[config.mk]
export PLATFORM = sky130hd
export DESIGN_NAME = pipe_skid_stage
export DESIGN_NICKNAME = d
export VERILOG_FILES = /design/src/rtl/pipe_skid_stage.sv
export SDC_FILE = /design/constraint.sdc
export NUM_CORES = 1
export LEC_CHECK = 0
export CAP_MARGIN = 10
export CORE_MARGIN = 2
export CORE_UTILIZATION = 47
export DETAILED_ROUTE_END_ITERATION = 6
export GPL_TIMING_DRIVEN = 0
export PLACE_DENSITY_LB_ADDON = 0.12
export SYNTH_ARGS = -nofsm -noshare
export SYNTH_HDL_FRONTEND = slang
export SYNTH_SLANG_ARGS = --single-unit
[constraint.sdc]
create_clock -name clk -period 4.85 [get_ports clk]
set_clock_uncertainty 0.2 [all_clocks]
set_input_delay 0.97 -clock clk [delete_from_list [all_inputs] [get_ports clk]]
set_output_delay 0.97 -clock clk [all_outputs]
set_load 0.05 [all_outputs]
[src/rtl/pipe_skid_stage.sv]
// Pipeline stage register with valid/ready handshake, 2-entry skid buffer and
// synchronous flush to bubbles. Define STAGE_PERF_EN to add stall/flush counters.
module pipe_skid_stage #(
  parameter int                 DATA_W     = 64,
  parameter logic [DATA_W-1:0]  BUBBLE_VAL = {DATA_W{1'b0}}
) (
  input  logic              clk,
  input  logic              rst,
  input  logic              flush_i,
  input  logic              in_valid_i,
  output logic              in_ready_o,
  input  logic [DATA_W-1:0] in_data_i,
  output logic              out_valid_o,
  input  logic              out_ready_i,
  output logic [DATA_W-1:0] out_data_o
`ifdef STAGE_PERF_EN
  ,
  output logic [31:0]       stall_cnt_o,
  output logic [31:0]       flush_cnt_o
`endif
);

  // Handshake: a payload moves upstream->stage on acc (in_valid_i & in_ready_o)
  // and stage->downstream on fire (out_valid_o & out_ready_i); nothing else moves data.
  typedef enum logic [1:0] {
    ST_EMPTY = 2'd0,
    ST_ONE   = 2'd1,
    ST_FULL  = 2'd2
  } state_e;

  state_e            state_q, state_d;
  logic [DATA_W-1:0] main_q, main_d;
  logic [DATA_W-1:0] skid_q, skid_d;
  logic              acc, fire;

  assign out_valid_o = (state_q != ST_EMPTY);
  assign in_ready_o  = (state_q != ST_FULL);
  assign out_data_o  = main_q;

  assign acc  = in_valid_i & in_ready_o;
  assign fire = out_valid_o & out_ready_i;

  always_comb begin
    state_d = state_q;
    main_d  = main_q;
    skid_d  = skid_q;
    if (flush_i) begin
      // Flush wins: any handshake this cycle completes but its payload is dropped.
      state_d = ST_EMPTY;
      main_d  = BUBBLE_VAL;
      skid_d  = BUBBLE_VAL;
    end else begin
      case (state_q)
        ST_EMPTY: begin
          if (acc) begin
            state_d = ST_ONE;
            main_d  = in_data_i;
          end
        end
        ST_ONE: begin
          if (acc && fire) begin
            main_d = in_data_i;
          end else if (acc) begin
            state_d = ST_FULL;
            skid_d  = in_data_i;
          end else if (fire) begin
            state_d = ST_EMPTY;
            main_d  = BUBBLE_VAL;
          end
        end
        ST_FULL: begin
          if (fire) begin
            state_d = ST_ONE;
            main_d  = skid_q;
            skid_d  = BUBBLE_VAL;
          end
        end
        default: begin
          state_d = ST_EMPTY;
          main_d  = BUBBLE_VAL;
          skid_d  = BUBBLE_VAL;
        end
      endcase
    end
  end

  always_ff @(posedge clk or posedge rst) begin
    if (rst) begin
      state_q <= ST_EMPTY;
      main_q  <= BUBBLE_VAL;
      skid_q  <= BUBBLE_VAL;
    end else begin
      state_q <= state_d;
      main_q  <= main_d;
      skid_q  <= skid_d;
    end
  end

`ifdef STAGE_PERF_EN
  logic [31:0] stall_cnt_q, stall_cnt_d;
  logic [31:0] flush_cnt_q, flush_cnt_d;

  always_comb begin
    stall_cnt_d = stall_cnt_q;
    flush_cnt_d = flush_cnt_q;
    if (out_valid_o && !out_ready_i && !flush_i) stall_cnt_d = stall_cnt_q + 32'd1;
    // Flushing an already-empty stage kills nothing, so it is not counted.
    if (flush_i && (state_q != ST_EMPTY)) flush_cnt_d = flush_cnt_q + 32'd1;
  end

  always_ff @(posedge clk or posedge rst) begin
    if (rst) begin
      stall_cnt_q <= 32'd0;
      flush_cnt_q <= 32'd0;
    end else begin
      stall_cnt_q <= stall_cnt_d;
      flush_cnt_q <= flush_cnt_d;
    end
  end

  assign stall_cnt_o = stall_cnt_q;
  assign flush_cnt_o = flush_cnt_q;
`endif

endmodule

After elaboration in Yosys (flattened, before gate mapping)
Index checks and enable logic that the tools add are counted.

Register bits after elaboration: 130. Latch bits: 0. RAM bits: 0. Bits in read-only memories: 0. Input bits: 69. Output and inout port bits: 66. Word-level logic and storage cells: 39. Memories kept: 0.

$add $sub $neg: 0. Multiply operators: 0. Div/mod/pow operators: 0. Order comparisons: 0. Equality and inequality tests: 11. Shifts and indexed selects: 0. Mux-type cells: 17. Bitwise logic cells: 2. Reductions and logical operators: 6.

Operators with widths (count): $mux W64 (8); $pmux W64 S3 (2); $mux W2 (6); $ne A3 B3 Y1 const B (4); $ne A4 B4 Y1 const B (3); $reduce_and A4 Y1 (3); $pmux W2 S3 (1); $ne A2 B2 Y1 const B (2); $and A1 B1 Y1 (2); $eq A2 B1 Y1 const B (1); $eq A2 B2 Y1 const B (1); $logic_not A2 Y1 (1); $reduce_bool A2 Y1 (1); $logic_and A1 B1 Y1 (1).

Logic depth before layout (Yosys ltp)
Gate-level depths: netlist (run 1).

Word-level depth: 7. Mapped depth: 7. Gate-level depth less buffers: 4.

Worst setup path before layout (run 1)
No wires, ideal clock.

Path type: register to output. From: reg state_q[1]. To: out out_valid_o. Data arrival time: 1283 ps. Required time: 3680 ps. Setup slack: 2397 ps. Stages on the path, launching flop included: 5. Path buffers: 3. Cell sequence: dfrtp_1 > buf_4 > buf_4 > buf_2 > or2_2.

Word-level cells in the longest chain between the ends: 1.

RTL lines: from (decl) (RTL line 31) `state_e state_q, state_d;`; from (signal assigned) (RTL line 93) `state_q <= state_d;`; $reduce_bool A2 Y1 (RTL line 36) `assign out_valid_o = (state_q != ST_EMPTY);`; to (decl) (RTL line 13) `output logic out_valid_o,`.

No other way between the ends.

Final worst setup path (run 1)
From: reg state_q[0]. To: out out_valid_o.

The elaborated chain is that of the path after synthesis.

==> results of run 1 <==
-- critical path, delay by kind of cell, from the launching register on --
| family | cells | cell delay (ns) |
|---|---|---|
| DFF | 1 | 0.32 |
| and+or+nand+nor | 1 | 0.22 |
| buffers and inverters | 4 | 1.72 |
-- cell usage after synthesis (all sizes together) --
cell / n / area [um^2]
nand2b: 1 / 6.26
inv: 65 / 244
a2bb2oi: 1 / 15.0
buf: 43 / 357
o22a: 1 / 8.76
o2bb2ai: 64 / 561
mux2i: 130 / 1320
nor2b: 3 / 18.8
a22o: 64 / 561
nor2: 8 / 77.6
dfrtp: 130 / 3250
or2: 1 / 6.26
nand2: 66 / 248
a211oi: 1 / 7.51
clkbuf: 5 / 18.8
or3b: 1 / 8.76
a21oi: 1 / 5.00
-- per-layer routing --
metal	global-route usage, %	part of all wire [%]
met1	29.2	44
met2	38.6	49
met3	5.63	5.3
met4	8.74	1.8
met5	0	0
-- registers in the layout, indices dropped and copies added (netlist names) --
name / count
state_q: 2
out_data_o: 64
skid_q: 64
-- kinds of logic after synthesis --
logic type             count (synthesis)  synth area share, %
AO/OA/AOI/OAI                        132                 17.2
buffers and inverters                113                 9.23
flip-flops                           130                 48.5
multiplexers                         130                 19.6
AND/OR/NAND/NOR                       80                 5.44
-- power groups by stage --
stage	clock (mW)	sequential, mW	combinational (mW)
after floorplan	0	1.37	0.278
after global placement	0	1.22	0.659
after detailed placement	0	1.22	0.673
after CTS	1.48	1.20	0.677
after global routing	1.54	1.21	0.716
final	1.46	1.20	0.670
-- cell type report --
| type | instances | area share [%] |
|---|---|---|
| buffer | 48 | 4.18 |
| clock buffer | 22 | 5.18 |
| clock inverter | 10 | 2.27 |
| tap | 180 | 2.51 |
| timing repair buffer | 134 | 15.1 |
| inverter | 65 | 2.78 |
| multi-input combinational | 342 | 31.7 |
| sequential | 130 | 36.3 |
-- through the flow --
step / util (%) / area, um^2 / power [mW] / hold WS (ns) / std cells
2_1_floorplan: - / 6710 / 1.65 / 0.297 / 585
3_5_place_dp: 59.6 / 8300 / 1.89 / 0.291 / 899
4_1_cts: 64.4 / 8970 / 3.36 / 0.307 / 931
5_1_grt: 64.4 / 8970 / 3.47 / 0.324 / 931
6_report: 64.4 / 8970 / 3.33 / 0.302 / 931
3_3_place_gp: 59.3 / 8270 / 1.88 / 0.287 / 898
-- worst paths after layout --
check / start / end / slack, ns / cells past startpoint
worst min-delay path: out_data_o[24] / out_data_o[24] / 0.30 / 1
max in group asynchronous: rst / skid_q[11] / 2.92 / 3
min in group asynchronous: rst / out_data_o[37] / 0.79 / 2
worst max register to register: state_q[1] / out_data_o[47] / 2.92 / 6
worst max-delay path: state_q[0] / out_valid_o / 1.01 / 5
worst min register to register: out_data_o[24] / out_data_o[24] / 0.30 / 1
==> qor.yml, run 1 <==
outcome: "complete, no violations"
synthToLayoutAreaGrowth_pct: 33.6
final.min_clock_period_ns: 3.84
ys_ff_latch: 130
arrival_ns: 2.67
ctsLongestPathBuffers: 2
pwr-share-seq_pct: 36.0
first_pass_iters: 4
post_drt_wl_per_cell_um: 17.9
worst_pin_slew_ns: 0.589
nets: 807
timing_hold_violations_final: 0
tns_ns: 0
die_x_um: 124
synth.avg_cell_area_um2: 11.5
num_rows: 43
cts_made_buffers: 17
worstSetupPathType: "reg -> out"
grt_pass1_wl_mm: 27.1
final-setup-viol-count: 0
vias: 5100
crit_path_top_delay_cell: "clkdlybuf4s50_1"
p_sw_mw: 0.917
path_clk_slew_ns: 0.05
synth.distinct_cells: 24
post-cts-setup-buffers: 0
worstPathRequired_ns: 3.68
crit_path_end_kind: "output pin"
leakage_nw: 3.84
p_int_mw: 2.42
syn_inst: 585
hold_path_class: "reg -> reg"
p_sw_share_pct: 27.5
critPathLaunchType: "flop"
p_per_area_nw_per_um2: 372
maxCapViolations: 0
pre_cts_slack_ns: 1.47
dieArea_um2: 15300
finalWorstSetupSlack_ns: 1.01
gp_congestion: 0.755
drive_gt1_share_pct: 10.9
synth_area_um2: 6710
yosys_warnings: 0
ff_latch_area_um2: 3250
antenna_found_initial: 0
fillers: 1116
grt_pass1_vias: 5403
crit_path_cell_trace: "buf_4, buf_2, buf_1, or2_2, clkdlybuf4s50_1"
grt_usage_pct: 23.2
port_buffers: 133
start_util_pct: 48.2
p_clk_share_pct: 43.9
postCtsHoldBufs: 0
coreArea_um2: 13900
overflow: 0
final_common_cell: "clkdlybuf4s50_1"
cts-htree-levels: 4
drc: 0
die_h_um: 124
drv_slew: 0
seq_area_frac_synth_pct: 48.5
diodes: 0
pin_count: 135
cts_tree: "built"
combPwrFrac_pct: 20.1
wl_mm: 16.7
critPathMaxFanout: 10
ir_drop_uv: 204
drt-initial-drc-count: 277
clk_latency_ns: 0.42
clock-sinks: 130
min_period_over_period_pct: 79.2
fmax_mhz: 260
cts_resized: 0
multi_input_area_um2: 2840
syn_nets: 654
cts-root-buf: "clkbuf_16"
grt_max_degree: 70
max_stage_delay_ns: 0.80
ant_nets: 0
max_slew_margin_pct: 60.7
dp_hpwl_mm: 11.1
layout_common_cells: "clkdlybuf4s50_1 (133), dfrtp_1 (130), mux2i_1 (128)"
rsz0062_at_grt: "no"
via_per_inst: 5.48
Power figures use the tool's default switching activity.
==> run 2, diff against run 1 <==
==> constraint.sdc (replaced) <==
create_clock -name clk -period 3.4 [get_ports clk]
set_clock_uncertainty 0.2 [all_clocks]
set_input_delay 0.68 -clock clk [delete_from_list [all_inputs] [get_ports clk]]
set_output_delay 0.68 -clock clk [all_outputs]
set_load 0.05 [all_outputs]
==> run 2 against run 1 <==
  * Count of clock-buffer cells in the layout did not move
  * Core utilization decreased by 0.37 points
  * Die area unchanged
  * Worst setup slack worse by 0.83 ns
  * Total power up 34%
  * Non-clock buffer count up 2
  * Worst hold slack about the same
  * First-iteration DRC count rose by 10%
  * Critical path depth stayed put
  * Final cell count grew 0.21%
  * Flip-flop and latch count unchanged
  * Sequential power is 43% higher
==> qor.yml, run 2 (same netlist as run 1, synthesis figures left out) <==
outcome: "complete, no violations"
grt_usage_pct: 22.8  # -0.35 points
overflow: 0  # unchanged
grt_max_degree: 38  # -46%
crit_path_frequent_cell: "buf_4"
cts_tree: "built"
antenna_found_initial: 0  # unchanged
first_pass_iters: 4  # unchanged
grt_pass1_vias: 5270  # -2.5%
die_x_um: 124  # unchanged
hold_path_class: "reg -> reg"
timing_hold_violations_final: 0  # unchanged
cts-htree-levels: 4  # unchanged
drc: 0  # unchanged
nets: 809  # +0.25%
cts-root-buf: "clkbuf_16"
clock-sinks: 130  # unchanged
worstPathRequired_ns: 2.52  # -1.16 ns
num_rows: 43  # unchanged
drive_gt1_share_pct: 11.4  # +0.50 points
via_per_inst: 5.39  # -1.5%
coreArea_um2: 13900  # unchanged
synthToLayoutAreaGrowth_pct: 32.9
hold_path_end: "out_data_o[14]"
clk_latency_ns: 0.42  # about the same
grtUsageMet1_pct: 30.4  # +1.1 points
final.min_clock_period_ns: 3.22
post_drt_wl_per_cell_um: 17.5  # -2.1%
path_clk_slew_ns: 0.05  # about the same
pin_count: 135  # unchanged
r2r-start: "state_q[1]"
critPathLaunchType: "flop"
diodes: 0  # unchanged
met2_usage_pct: 36.5  # -2.1 points
min_period_over_period_pct: 94.8
finish.utilization_pct: 64.0  # -0.37 points
port_buffers: 133  # unchanged
gp_congestion: 0.766  # +1.5%
leakage_nw: 3.82  # -0.49%
drt-initial-drc-count: 305  # +10%
hp-start: "out_data_o[14]"
wl_mm: 16.4  # -1.9%
design_area_um2: 8920  # -0.57%
crit_path_top_delay_cell: "clkdlybuf4s50_1"
top_usage_layer: "met2"
worstSetupPathDepth: 5  # unchanged
rrSetupSlack_ns: 1.51  # -1.41 ns
placed_cell_area_um2: 8330  # +0.38%
pre_cts_slack_ns: 0.271  # -1.20 ns
p_per_area_nw_per_um2: 501  # +35%
use_met3_pct: 5.90  # +0.28 points
final-setup-viol-count: 0  # unchanged
critPathMaxFanout: 10  # unchanged
max_slew_margin_pct: 41.4  # -19 points
path_buf_inv: 4  # unchanged
dp_hpwl_mm: 11.2  # +0.37%
crit_path_cell_trace: "buf_4, buf_4, buf_2, nand2b_1, clkdlybuf4s50_1"
holdPathStages: 1  # unchanged
start_util_pct: 48.2  # unchanged
dieArea_um2: 15300  # unchanged
arrival_ns: 2.34  # -0.33 ns
ant_nets: 0  # unchanged
rsz0062_at_grt: "no"
crit_path_end_kind: "output pin"
max_stage_delay_ns: 0.83  # +0.03 ns
vias: 5033  # -1.3%
worstSetupPathType: "reg -> out"
dp.cells: 901  # +0.22%
tns_ns: 0  # unchanged
postCtsHoldBufs: 0  # unchanged
grt_pass1_wl_mm: 26.7  # -1.4%
cts_made_buffers: 17  # unchanged
maxCapViolations: 0  # unchanged
worst_pin_slew_ns: 0.877  # +0.287 ns
ctsLongestPathBuffers: 2  # unchanged
ir_drop_uv: 415  # +100%
layout_common_cells: "clkdlybuf4s50_1 (132), dfrtp_1 (130), mux2i_1 (128)"
crit_family: "buffers and inverters"
r2r_cells: 6  # unchanged
finalWorstSetupSlack_ns: 0.178  # -0.831 ns
critical_path.reg2reg.endpoint: "out_data_o[41]"
drv_slew: 0  # unchanged
die_h_um: 124  # unchanged
final_cells: 933  # +0.21%
final_common_cell: "clkdlybuf4s50_1"
fmax_mhz: 310
==> run 2: changes by cell type in the layout (fill, tap and decap cells not counted), moves of 2 or more <==
cell and change:
buf_12 +3, clkinvlp_4 +4, clkinv_2 +2, bufinv_16 -4
==> run 2: timing repair <==
item,CTS,global route
buffers inserted,0,0
gates resized for setup,1,1
pin swaps,0,0
endpoints found under the hold margin,0,0
setup endpoints to repair,1,1
==> run 2: routing by layer <==
metal	wire, um	up-vias	part of all wire [%]
li1	-	2403	-
met1	7480	2492	46
met2	7840	120	48
met3	820	18	5.0
met4	216	0	1.3
met5	0	-	0
==> run 2: worst max-delay path by stage <==
stage / from / end
after floorplan: rst / out_data_o[0]
after global placement: rst / out_data_o[6]
after detailed placement: state_q[0] / out_valid_o
after CTS: state_q[1] / out_valid_o
after global routing: state_q[1] / in_ready_o
final: state_q[1] / in_ready_o
==> run 2: power by group <==
part	leakage (nW)	switching [mW]	internal (mW)
clock	0.282	0.669	1.13
combinational	1.77	0.570	0.389
sequential	1.76	0.0605	1.65
total	3.82	1.30	3.17
==> run 2: area by class of cell <==
type / instances / area [um^2]
plain buffers: 48 / 377
clock buffers: 22 / 474
clock inverters: 10 / 108
fillers: 1134 / 5020
inverters: 65 / 248
multi-input cells: 342 / 2840
flip-flops and latches: 130 / 3250
well taps: 180 / 225
repair buffers: 136 / 1390
==> run 2: stage by stage <==
step | power, mW | hold slack [ns]
floorplan | 2.35 | 0.297
global placement | 2.68 | 0.287
detailed placement | 2.70 | 0.291
CTS | 4.51 | 0.307
global route | 4.65 | 0.316
finish | 4.47 | 0.302
==> run 3, diff against run 2 <==
--- a/config.mk
+++ b/config.mk
@@ -5,7 +5,8 @@
 export SDC_FILE = /design/constraint.sdc
 export NUM_CORES = 1
 export LEC_CHECK = 0
-export CAP_MARGIN = 10
+export ABC_CLOCK_PERIOD_IN_PS = 3400
+export CAP_MARGIN = 20
 export CORE_MARGIN = 2
 export CORE_UTILIZATION = 47
 export DETAILED_ROUTE_END_ITERATION = 6
==> run 3 against run 2 <==
  * Die area unchanged
  * Combinational power about the same
  * Sequential share of layout area unchanged
  * Critical path depth unchanged
  * Count of clock-buffer cells in the layout unchanged
  * Final cell count unchanged
  * Largest cell class unchanged
==> qor.yml, run 3 (same netlist as run 1, synthesis figures left out) <==
tns_ns: 0  # unchanged
outcome: "complete, no violations"
final-setup-viol-count: 0  # unchanged
worstPathRequired_ns: 2.52  # about the same
fmax_mhz: 310  # unchanged
r2r_cells: 6  # unchanged
post_drt_wl_per_cell_um: 17.5  # unchanged
holdPathStages: 1  # unchanged
gp_congestion: 0.766  # unchanged
hold_path_end: "out_data_o[14]"
worst_pin_slew_ns: 0.877  # unchanged
ir_drop_uv: 415  # unchanged
wl_mm: 16.4  # unchanged
crit_path_cell_trace: "buf_4, buf_4, buf_2, nand2b_1, clkdlybuf4s50_1"
grt_pass1_wl_mm: 26.7  # unchanged
pin_count: 135  # unchanged
ant_nets: 0  # unchanged
p_clk_share_pct: 40.2  # about the same
arrival_ns: 2.34  # about the same
dieArea_um2: 15300  # unchanged
cts-root-buf: "clkbuf_16"
diodes: 0  # unchanged
p_sw_share_pct: 29.1  # unchanged
pwr-share-seq_pct: 38.3  # about the same
hold_path_class: "reg -> reg"
crit_path_end_kind: "output pin"
grt_pass1_vias: 5270  # unchanged
path_clk_slew_ns: 0.05  # about the same
grt_max_degree: 38  # unchanged
max_stage_delay_ns: 0.83  # about the same
dp.cells: 901  # unchanged
crit_path_frequent_cell: "buf_4"
cts_made_buffers: 17  # unchanged
antenna_found_initial: 0  # unchanged
final_cells: 933  # unchanged
rrSetupSlack_ns: 1.51  # about the same
maxCapViolations: 0  # unchanged
crit_path_top_delay_cell: "clkdlybuf4s50_1"
nets: 809  # unchanged
max_slew_margin_pct: 41.4  # unchanged
clock-sinks: 130  # unchanged
cp-startpoint: "state_q[1]"
synthToLayoutAreaGrowth_pct: 32.9  # unchanged
die_x_um: 124  # unchanged
start_util_pct: 48.2  # unchanged
p_int_mw: 3.17  # unchanged
p_per_area_nw_per_um2: 501  # unchanged
critical_path.reg2reg.endpoint: "out_data_o[41]"
finalWorstSetupSlack_ns: 0.178  # unchanged
final.min_clock_period_ns: 3.22  # unchanged
cts-htree-levels: 4  # unchanged
cts_tree: "built"
p_sw_mw: 1.30  # unchanged
drive_gt1_share_pct: 11.4  # unchanged
critPathLaunchType: "flop"
drv_slew: 0  # unchanged
crit_family: "buffers and inverters"
min_period_over_period_pct: 94.8  # unchanged
rsz0062_at_grt: "no"
port_buffers: 133  # unchanged
timing_hold_violations_final: 0  # unchanged
drt-initial-drc-count: 305  # unchanged
grt_usage_pct: 22.8  # unchanged
vias: 5033  # unchanged
hp-start: "out_data_o[14]"
pre_cts_slack_ns: 0.271  # unchanged
path_buf_inv: 4  # unchanged
coreArea_um2: 13900  # unchanged
num_rows: 43  # unchanged
leakage_nw: 3.82  # unchanged
combPwrFrac_pct: 21.5  # about the same
via_per_inst: 5.39  # unchanged
total_power_mw: 4.47  # unchanged
die_h_um: 124  # unchanged
layout_common_cells: "clkdlybuf4s50_1 (132), dfrtp_1 (130), mux2i_1 (128)"
ctsLongestPathBuffers: 2  # unchanged
first_pass_iters: 4  # unchanged
dp_hpwl_mm: 11.2  # unchanged
final_common_cell: "clkdlybuf4s50_1"
worstSetupPathType: "reg -> out"
r2r-start: "state_q[1]"
clk_latency_ns: 0.42  # about the same
drc: 0  # unchanged
overflow: 0  # unchanged
critPathMaxFanout: 10  # unchanged
finish.utilization_pct: 64.0  # unchanged
-- run 3: cell counts in the layout (fill, tap and decap cells not counted) --
No cell type changed its count.
-- run 3: power groups by stage --
stage / Sequential, mW / Combinational, mW / Clock [mW]
2_1_floorplan: 1.95 / 0.397 / 0
3_3_place_gp: 1.73 / 0.942 / 0
3_5_place_dp: 1.74 / 0.966 / 0
4_1_cts: 1.71 / 0.970 / 1.83
5_1_grt: 1.72 / 1.03 / 1.90
6_report: 1.71 / 0.959 / 1.80
-- run 3: repair_timing --
action	CTS	global route
gates resized for setup	1	1
hold endpoints to repair	0	0
buffers inserted	0	0
hold buffers	0	0
endpoints found under the setup margin	1	1
-- run 3: how the worst max path moves through the flow --
stage | slack (ns) | endpoint | cells after the start
after global placement | -0.34 | out_data_o[6] | 2
after CTS | 0.05 | out_valid_o | 5
after detailed placement | 0.27 | out_valid_o | 5
final | 0.18 | in_ready_o | 5
after floorplan | 0.91 | out_data_o[0] | 1
after global routing | 0.07 | in_ready_o | 5
-- run 3: cell type report --
class / instances / area, um^2
fillers: 1134 / 5020
flip-flops and latches: 130 / 3250
multi-input cells: 342 / 2840
plain buffers: 48 / 377
well taps: 180 / 225
repair buffers: 136 / 1390
clock inverters: 10 / 108
inverters: 65 / 248
clock buffers: 22 / 474
-- run 3: per-layer routing --
layer	global-route usage, %	routed length [um]	share of wire, %
met1	30.4	7480	46
met2	36.5	7840	48
met3	5.90	820	5.0
met4	7.53	216	1.3
met5	0	0	0
-- run 3: per-stage QoR --
step | cell area (um^2) | hold slack (ns)
after global placement | 8270 | 0.287
after global routing | 8920 | 0.316
after CTS | 8920 | 0.307
final | 8920 | 0.302
after floorplan | 6720 | 0.297
after detailed placement | 8330 | 0.291
